$ cat src/rtl/spw_tx_scheduler.sv
// spw_tx_scheduler: arbitrates the SpaceWire TX encoder slot and tracks both credit counters
module spw_tx_scheduler #(
  parameter int MAX_CREDIT = 56,
  parameter int FCT_CHARS  = 8
) (
  input  logic       pclk,
  input  logic       resetn,
  input  logic       enable_tx,
  input  logic       send_null_tx,
  input  logic       send_fct_tx,
  input  logic       link_run,
  input  logic       rx_got_fct,
  input  logic       rx_got_nchar,
  input  logic [6:0] rx_fifo_free,
  input  logic       tc_req,
  input  logic [7:0] tc_data,
  output logic       tc_ack,
  input  logic       data_valid,
  input  logic [8:0] data_in,
  output logic       data_ready,
  output logic       enc_valid,
  output logic [1:0] enc_type,
  output logic [8:0] enc_data,
  input  logic       enc_ready,
  output logic [5:0] tx_credit,
  output logic [5:0] rx_outstanding,
  output logic       credit_error
);
  typedef enum logic {SLOT_EMPTY, SLOT_FULL} slot_t;
  localparam logic [1:0] T_NULL = 2'b00, T_FCT = 2'b01, T_NCHAR = 2'b10, T_TC = 2'b11;
  localparam logic [6:0] MAX_C = 7'(MAX_CREDIT);
  localparam logic [6:0] FCT_C = 7'(FCT_CHARS);
  slot_t state_q, state_d;
  logic [1:0] type_q, type_d;
  logic [8:0] data_q, data_d;
  logic [6:0] tx_q, tx_d, rx_q, rx_d, tx_sum, rx_sum, rx_need;
  logic accept, tc_acc, fct_acc, nchar_acc, tx_ovf;
  logic tc_ok, fct_ok, nchar_ok, load, tc_ack_d, data_ready_d, credit_error_d;
  // Slot registers, counters and one-cycle acknowledge pulses
  always_ff @(posedge pclk or negedge resetn) begin
    if (!resetn) begin
      state_q      <= SLOT_EMPTY;
      type_q       <= T_NULL;
      data_q       <= '0;
      tx_q         <= '0;
      rx_q         <= '0;
      tc_ack       <= 1'b0;
      data_ready   <= 1'b0;
      credit_error <= 1'b0;
    end else begin
      state_q      <= state_d;
      type_q       <= type_d;
      data_q       <= data_d;
      tx_q         <= tx_d;
      rx_q         <= rx_d;
      tc_ack       <= tc_ack_d;
      data_ready   <= data_ready_d;
      credit_error <= credit_error_d;
    end
  end
  // Candidate selection, slot next-state and credit arithmetic; a source just accepted (or still
  // being acked) is masked so its stale request cannot be issued twice
  always_comb begin
    accept         = (state_q == SLOT_FULL) & enc_ready;
    tc_acc         = accept & (type_q == T_TC);
    fct_acc        = accept & (type_q == T_FCT);
    nchar_acc      = accept & (type_q == T_NCHAR);
    tx_ovf         = rx_got_fct & ((tx_q + FCT_C) > MAX_C);
    tx_sum         = tx_q + ((rx_got_fct & ~tx_ovf) ? FCT_C : 7'd0);
    tx_d           = (nchar_acc & (tx_sum != 7'd0)) ? tx_sum - 7'd1 : tx_sum;
    rx_sum         = rx_q + (fct_acc ? FCT_C : 7'd0);
    rx_d           = (rx_got_nchar & (rx_sum != 7'd0)) ? rx_sum - 7'd1 : rx_sum;
    rx_need        = rx_q + FCT_C;
    tc_ok          = tc_req & link_run & ~tc_acc & ~tc_ack;
    fct_ok         = send_fct_tx & ~fct_acc & (rx_need <= MAX_C) & (rx_fifo_free >= rx_need);
    nchar_ok       = data_valid & link_run & (tx_d != 7'd0) & ~nchar_acc & ~data_ready;
    load           = (state_q == SLOT_EMPTY) | accept;
    state_d        = load ? ((tc_ok | fct_ok | nchar_ok | send_null_tx) ? SLOT_FULL : SLOT_EMPTY) : state_q;
    type_d         = load ? (tc_ok ? T_TC : fct_ok ? T_FCT : nchar_ok ? T_NCHAR : T_NULL) : type_q;
    data_d         = load ? (tc_ok ? {1'b0, tc_data} : (nchar_ok & ~fct_ok) ? data_in : 9'd0) : data_q;
    tc_ack_d       = tc_acc;
    data_ready_d   = nchar_acc;
    credit_error_d = tx_ovf;
    if (!enable_tx) begin
      state_d        = SLOT_EMPTY;
      type_d         = T_NULL;
      data_d         = '0;
      tx_d           = '0;
      rx_d           = '0;
      tc_ack_d       = 1'b0;
      data_ready_d   = 1'b0;
      credit_error_d = 1'b0;
    end
  end
  assign enc_valid      = (state_q == SLOT_FULL);
  assign enc_type       = type_q;
  assign enc_data       = data_q;
  assign tx_credit      = (tx_q > MAX_C) ? 6'(MAX_CREDIT) : tx_q[5:0];
  assign rx_outstanding = (rx_q > MAX_C) ? 6'(MAX_CREDIT) : rx_q[5:0];
endmodule
$ cat config.mk
export PLATFORM = sky130hd
export DESIGN_NAME = spw_tx_scheduler
export DESIGN_NICKNAME = d
export VERILOG_FILES = /design/src/rtl/spw_tx_scheduler.sv
export SDC_FILE = /design/constraint.sdc
export NUM_CORES = 1
export LEC_CHECK = 0
export CORE_AREA = 2 2 61 74
export CTS_CLUSTER_SIZE = 40
export DETAILED_ROUTE_END_ITERATION = 12
export DIE_AREA = 0 0 63 76
export PLACE_DENSITY_LB_ADDON = 0.08
export SLEW_MARGIN = 15
export SYNTH_ARGS = -nofsm -noshare
export SYNTH_HDL_FRONTEND = slang
export SYNTH_SLANG_ARGS = --single-unit
$ cat constraint.sdc
create_clock -name pclk -period 5.6 [get_ports pclk]
set_input_delay 0.56 -clock pclk [delete_from_list [all_inputs] [get_ports pclk]]
set_output_delay 0.56 -clock pclk [all_outputs]
set_load 0.02 [all_outputs]
Word-level counts from Yosys, hierarchy flattened. Cells that the tools add are included.

Register bits: 29. Bits of input ports: 35. Output and inout port bits: 27. Word-level logic and storage cells: 80.

$add $sub $neg: 6. $lt $le $gt $ge: 5. Equal/unequal tests: 4. Muxes and demuxes: 23. Bitwise logic cells: 31. Reduce and logical (&&, ||, !) cells: 3.

Operators by type and width (number): 9-bit 2-to-1 mux (4); 7-bit 2-to-1 mux (4); 7-bit by 6-bit greater-than comparator with 1-bit output, second input constant (3); 7-bit nonzero test (3); 1-bit AND (19); 7-bit by 4-bit adder with 7-bit output (2); 7-bit by 4-bit adder with 7-bit output, second input constant (2); 7-bit by 1-bit subtractor with 7-bit output, second input constant (2); 6-bit 2-to-1 mux (2); 2-bit 2-to-1 mux (5); 4-bit 2-to-1 mux (2); 1-bit NOT (8); 7-bit >= comparator (1); 7-bit by 6-bit less-or-equal comparator with 1-bit output, second input constant (1); 1-bit 2-to-1 mux (6); 2-bit equality test, second input constant (2); 1-bit OR (4); 2-bit by 1-bit equality test with 1-bit output, second input constant (1); 2-bit by 1-bit != test with 1-bit output, second input constant (1).

Longest topological paths before layout. Gate-level depths: netlist of the first run.

Depth after elaboration: 19. Mapped depth: 13. Gate-level depth less buffers: 13.

Least setup slack after synthesis of the first run. No wires, ideal clock.

Path type: register to register. Start: register tx_q[0]. End: register tx_q[0]. Setup time: 0.132 ns. Arrival time: 2.616 ns. Required time: 5.468 ns. Path slack: 2.852 ns. Stages on the path, launching flop included: 14. Path buffers: 0. Clock period less this slack: 2.748 ns. Cells stage by stage: dfrtp_1 inv_1 ha_1 nand2b_1 or3_1 a31oi_1 and2_1 ha_1 ha_1 xnor2_2 nor4b_4 a21oi_2 xnor2_1 nor2_1.

Word-level cells in the longest chain between the ends: 11. Elaborated cells on any way between the ends: 12. Classes of those cells: add/sub: 3; order compare: 1; mux: 3; bitwise: 4; reduce/logical: 1.

Ends and longest elaborated chain: start: declaration (line 36) `logic [6:0] tx_q, tx_d, rx_q, rx_d, tx_sum, rx_sum, rx_need;`; start signal: assignment (line 54) `tx_q <= tx_d;`; 7-bit by 4-bit adder with 7-bit output (line 68) `tx_ovf = rx_got_fct & ((tx_q + FCT_C) > MAX_C);`; 7-bit by 6-bit greater-than comparator with 1-bit output (line 68); 1-bit AND (line 68); 1-bit NOT (line 69) `tx_sum = tx_q + ((rx_got_fct & ~tx_ovf) ? FCT_C : 7'd0);`; 1-bit AND (line 69); 4-bit 2-to-1 mux (line 69); 7-bit by 4-bit adder with 7-bit output * (line 69); 7-bit nonzero test (line 70) `tx_d = (nchar_acc & (tx_sum != 7'd0)) ? tx_sum - 7'd1 : tx_sum;`; 1-bit AND (line 70); 7-bit 2-to-1 mux * (line 70); 7-bit 2-to-1 mux * (line 84) `if (!enable_tx) begin`; net tx_d[0] (line 36).

The timed path passes the listed nets; every way through them passes the cells marked *. A chain may end at the register's enable or synchronous reset.

Worst setup path in the final report of the first run.
Start: register tx_q[0]. End: register tx_q[1].

The elaborated chain is that of the path after synthesis.

==> run metrics, run 1 <==
status=completed; Worst VDD drop=0.1902 mV; Seq cells post-synth=29; Max Cap Viol=0; core area=0.004131 mm2; nets@finish=331; Avg Cell Area, Syn=~9.4 um2; Detailed Route Iter0 Violations=70; Final min period=roughly 3 ns; Worst setup EP type=flop; P_int=0.0004958 W; CTS max path bufs=2; worst path arrival time=3.21 ns; dpl hpwl=~3700 um; vias per cell=5.500; GP Congestion=0.7777; clock root buffer=clkbuf_8; Synthesis Warnings=0; Leak=1.214 nW; Die Y=~76 um; WS Path Type=reg2reg; worst r2r path cells=12; non-filler cells, final=334; Hold Startpoint=enc_data[8]; share of cells above drive strength 1=7.554%; num ports=62; RSZ-0062 raised after global routing=no; via count=1837; Synth Flop Type=dfrtp_1; Die Area=about 0.0048 mm2; first-pass GRT wire length=8397 um; Setup-failing EPs final=0; Logic pwr share=between 40% and 50%; htree depth=2; # clock sinks=29; largest fanout on the critical path=6; Cell Pwr Density=292.9 mW/mm2; EDFF count, synth=0; slew margin rel.=42.24%; Tightest Hold Check Type=reg2reg; Routed WL=4963 um; Num CTS Buffers=5; Post-CTS Setup Inserts=0; TNS Setup=0 ns; Sw Pwr=0.0003119 W; ant diodes=0; gr ovfl total=0; Syn Nets=267; synth unique cells=45; Layout Area Growth over Synthesis=37.75%; Clock transition at path regs=0.06 ns; fmax=0.3298 GHz; Final ANT Viol Nets=0; crit start category=flop; worst slack, placed=2.547 ns; CP Launch Point=tx_q[0]; drt wl/cell=between 10 and 15 um; IO buf count=61; Least-Margin Pin Slew=about 0.87 ns; pin count of the biggest net entering global routing=30; Final Worst Setup Slack=2.567 ns; part of the cycle the worst path needs=between 50% and 60%; clock latency on the worst-skew pair=0.29 ns; hold depth=2; initial antenna violation count=0; DRC Markers=0; Placed Cells=326; # fillers=366; register area share after synthesis=~36%; Sequential Power Share=33.8%; Pre-Repair DR Iteration Count=4; required time of the critical path=5.78 ns; initial core utilization=about half; vias in the first global route=1830; Slew Viols, Final=0; ys async rst share=100.0%; overall die width=63 um; Clock power frac=a little over a fifth; Sw Ratio=38.62%; PostCTS Resize Cnt=0; Row Count=26; final clock skew=~0.013 ns; CTS tree=done; Syn Inst Count=between 200 and 250; Netlist Area Pre-Place=0.002002 mm2; gr usage total=between 20% and 30%; Crit Reg-Reg Startpoint=tx_q[0]; # hold bufs at CTS=0; Hold Fails Final Rpt=0
[registers in the layout, indices dropped and copies added (netlist names)]
register	flops
enc_data	9
enc_valid	1
tc_ack	1
data_ready	1
credit_error	1
tx_q	7
rx_q	7
enc_type	2
[power by group through the flow]
stage                     clock network (W)  registers (W)  logic (W)
after global routing               0.000186       0.000279   0.000407
after CTS                          0.000174       0.000273   0.000366
final                              0.000170       0.000273   0.000365
after detailed placement                  0       0.000277   0.000365
after global placement                    0       0.000275   0.000359
after floorplan                           0       0.000274   0.000235
[critical path, cell delays in order (launching register included)]
cell      delay, ns
dfrtp_1        0.41
inv_1          0.07
ha_1           0.16
nand2b_1       0.15
or3_1          0.34
a31oi_1        0.19
and2_1         0.15
ha_1           0.18
ha_1           0.20
xnor2_2        0.19
nor4b_4        0.43
a21oi_2        0.18
a211oi_1       0.27
[cell families after synthesis]
family / count (synthesis) / synth area share (%)
AOI/OAI and AO/OA: 47 / 17.81
xor gates and xnor gates: 13 / 6.438
adders and majority gates: 19 / 11.88
buffers and inverters: 21 / 3.937
DFF: 29 / 36.25
muxes: 1 / 0.5000
and+or+nand+nor: 83 / 23.19
[cell usage after synthesis (2+ instances only)]
| master | count | area (um2) |
|---|---|---|
| xnor2_1 | 8 | 70.07 |
| dfrtp_1 | 29 | 725.7 |
| nand4b_1 | 4 | 35.03 |
| nand2b_1 | 6 | 37.54 |
| or2_2 | 2 | 12.51 |
| a21o_1 | 2 | 15.01 |
| clkbuf_1 | 5 | 18.77 |
| a31oi_1 | 12 | 75.07 |
| o2111ai_1 | 2 | 17.52 |
| ha_1 | 19 | 237.7 |
| and3_1 | 9 | 56.30 |
| inv_1 | 15 | 56.30 |
| o21ai_0 | 8 | 40.04 |
| a211oi_1 | 6 | 45.04 |
| nand2_1 | 10 | 37.54 |
| xor2_1 | 3 | 26.28 |
| nand3_1 | 15 | 75.07 |
| nor2_1 | 19 | 71.32 |
| nand4_1 | 2 | 12.51 |
| a21oi_1 | 4 | 20.02 |
| or3_1 | 2 | 12.51 |
| and2_1 | 8 | 50.05 |
[cells in the final DEF (no fill, tap or decap), drive strengths merged, types with 9 or more instances in the layout]
| master | n |
|---|---|
| ha | 19 |
| xnor2 | 9 |
| nand3 | 16 |
| inv | 15 |
| a31oi | 12 |
| clkdlybuf4s50 | 61 |
| o21ai | 9 |
| dfrtp | 29 |
| nand2 | 10 |
| and3 | 9 |
| nor2 | 19 |
[stage by stage]
step	area, um2	power, W	hold slack, ns	utilization [%]
2_1_floorplan	2002	0.0005089	0.2644	-
3_3_place_gp	2671	0.0006345	0.4800	64.66
3_5_place_dp	2671	0.0006415	0.5081	64.66
4_1_cts	2758	0.0008126	0.5241	66.75
5_1_grt	2758	0.0008728	0.5546	66.75
6_report	2758	0.0008077	0.5123	66.75
[path summary, 6_finish.rpt]
| kind | slack [ns] | end |
|---|---|---|
| setup reg to reg | 2.57 | tx_q[1] |
| hold / removal | 0.51 | enc_data[8] |
| setup / recovery | 2.57 | tx_q[1] |
| hold reg to reg | 0.51 | enc_data[8] |
| max in group asynchronous | 4.66 | enc_type[1] |
| min in group asynchronous | 0.66 | enc_data[2] |
[area by class of cell]
cell class	instances	area [um2]	share of cell area (%)
clock buffers	5	68.82	2.495
clock inverters	3	17.52	0.6352
inverters	16	60.06	2.178
multi-input cells	163	1197	43.42
flip-flops and latches	29	725.7	26.32
well taps	56	70.07	2.541
repair buffers	62	618.1	22.41
[routing by layer]
metal | GRT usage [%] | vias up | routed length [um]
li1 | - | 896 | -
met1 | 25.69 | 879 | 2084
met2 | 37.77 | 55 | 2532
met3 | 5.908 | 7 | 278
met4 | 8.000 | 0 | 68
met5 | 0 | - | 0
No activity file was read; power rests on OpenSTA's default activity.
==> run 2: changes to the inputs <==
--- a/config.mk
+++ b/config.mk
@@ -5,10 +5,10 @@
 export SDC_FILE = /design/constraint.sdc
 export NUM_CORES = 1
 export LEC_CHECK = 0
-export CORE_AREA = 2 2 61 74
+export CORE_AREA = 2 2 63 77
 export CTS_CLUSTER_SIZE = 40
 export DETAILED_ROUTE_END_ITERATION = 12
-export DIE_AREA = 0 0 63 76
+export DIE_AREA = 0 0 65 79
 export PLACE_DENSITY_LB_ADDON = 0.08
 export SLEW_MARGIN = 15
 export SYNTH_ARGS = -nofsm -noshare
==> constraint.sdc (replaced) <==
create_clock -name pclk -period 2.8 [get_ports pclk]
set_input_delay 0.28 -clock pclk [delete_from_list [all_inputs] [get_ports pclk]]
set_output_delay 0.28 -clock pclk [all_outputs]
set_load 0.02 [all_outputs]
==> run metrics, run 2 (synthesis gave the netlist of run 1 again) <==
dpl hpwl=3713 um; Hold Fails Final Rpt=0; area of the multi-input gates=approximately 0.0013 mm2; Most Used Layer, Global Route=met2; drt wl/cell=14.44 um; core area=~0.0044 mm2; CP cell instances=inv_2 -> ha_4 -> nand2b_4 -> or3_4 -> a31oi_4 -> and2_4 -> ha_4 -> buf_6 -> nand3_4 -> xor2_4 -> buf_6 -> a2111oi_4 -> xnor2_1 -> nor2_1; Final ANT Viol Nets=0; non-filler cells, final=357; Max Cap Viol=0; Slew Viols, Final=0; Leak=about 1.3 nW; gr ovfl total=0; Largest delay share family, worst path=simple AND/OR/NAND/NOR gates; required time of the critical path=2.96 ns; crit-path max cell delay=0.39 ns; share of cells above drive strength 1=17.73%; DRC Markers=0; # hold bufs at CTS=0; initial core utilization=45.24%; Placed Cells=344; WS Path Type=reg2reg; num ports=62; Die Y=79 um; initial antenna violation count=0; largest fanout on the critical path=5; Layout Area Growth over Synthesis=52.12%; Slowest-stage cell, CP=dfrtp_1; Detailed Route Iter0 Violations=~120; Final min period=2.768 ns; Num CTS Buffers=5; Cell Pwr Density=roughly 560 mW/mm2; TNS Setup=0 ns; Clock transition at path regs=0.06 ns; via count=roughly 1900; Global Route met3 Usage=under 10%; Tightest Hold Check Type=in2async; first-pass GRT wire length=8376 um; fmax=~0.36 GHz; max reg flops=9; final clock skew=0.006047 ns; most frequent cells in the layout=clkdlybuf4s50_1 (61), dfrtp_1 (29), nor2_1 (19), buf_4 (19), ha_1 (16); CTS tree=done; # fillers=376; CP Launch Point=tx_q[1]; Worst VDD drop=a little under 0.3 mV; Crit Reg-Reg Startpoint=tx_q[1]; met1 Usage GRT=~27%; worst path arrival time=2.93 ns; register area=725.7 um2; CTS max path bufs=2; status=completed; slew margin rel.=~59%; pin count of the biggest net entering global routing=30; clock latency on the worst-skew pair=roughly 0.28 ns; ant diodes=0; nets@finish=352; Final Worst Setup Slack=0.03170 ns; overall die width=between 60 and 70 um; Die Area=between 0.005 and 0.006 mm2; Least-Margin Pin Slew=0.6121 ns; vias in the first global route=1803; part of the cycle the worst path needs=a little over nine tenths; crit start category=flop; Worst setup EP type=flop; Pre-Repair DR Iteration Count=4; Buf+Inv Stages, Crit Path=3; vias per cell=5.303; Setup-failing EPs final=0; GP Congestion=0.7639; gr usage total=between 20% and 30%; clock root buffer=clkbuf_8; GR Layer Usage met2=around 36%; RSZ-0062 raised after global routing=yes; IO buf count=61; most common cell after layout, fill and taps aside=clkdlybuf4s50_1; Row Count=27; htree depth=2; Routed WL=5156 um; # clock sinks=29; worst slack, placed=-0.04642 ns
## run 2: cell count changes in the layout (fill, tap and decap cells not counted), moves of 2 or more
cell and change:
buf_4 +18, ha_1 -3, ha_4 +3, inv_1 -3, inv_2 +3, a31oi_1 -2
buf_6 +2
## run 2: final timing paths
check	to	slack (ns)	cells after the start
worst max-delay path	tx_q[4]	0.03	14
worst min-delay path	tx_q[5]	0.38	2
worst max register to register	tx_q[4]	0.03	14
worst min register to register	enc_data[8]	0.49	2
max in group asynchronous	tx_q[6]	2.14	2
min in group pclk	enc_data[8]	0.49	2
## run 2: cell type report
class / count / area share [%]
clock buffer: 6 / 2.383
clock inverter: 2 / 0.3287
inverter: 16 / 1.972
multi-input combinational: 163 / 42.97
sequential: 29 / 23.83
tap: 58 / 2.383
timing repair buffer: 83 / 26.13
## run 2: per-layer routing
layer,up-vias,wire length (um)
met1,892,2118
met3,5,238
li1,943,-
met5,-,0
met2,53,2747
met4,0,51
## run 2: report_power, final
| group | total [W] | leakage [nW] | switching [W] | internal [W] |
|---|---|---|---|---|
| Combinational | 0.000824 | 0.901 | 0.000407 | 0.000418 |
| Clock | 0.000328 | 0.0450 | 0.000156 | 0.000172 |
| Sequential | 0.000544 | 0.393 | 0.0000719 | 0.000472 |
## run 2: repair_timing
action,4_1_cts,5_1_grt
gates resized for setup,3,20
pin swaps,5,8
hold endpoints to repair,0,0
setup endpoints to repair,16,18
setup buffers,3,2
## run 2: metrics by stage
step           instance area, um2  utilization (%)  power, W  hold slack [ns]
2_1_floorplan                2002                -  0.001018         -0.01559
3_3_place_gp                 2806            63.42  0.001309           0.4705
3_5_place_dp                 2806            63.42  0.001321           0.4842
4_1_cts                      2923            66.04  0.001672           0.3945
5_1_grt                      3045            68.82  0.001828           0.4111
6_report                     3045            68.82  0.001696           0.3847
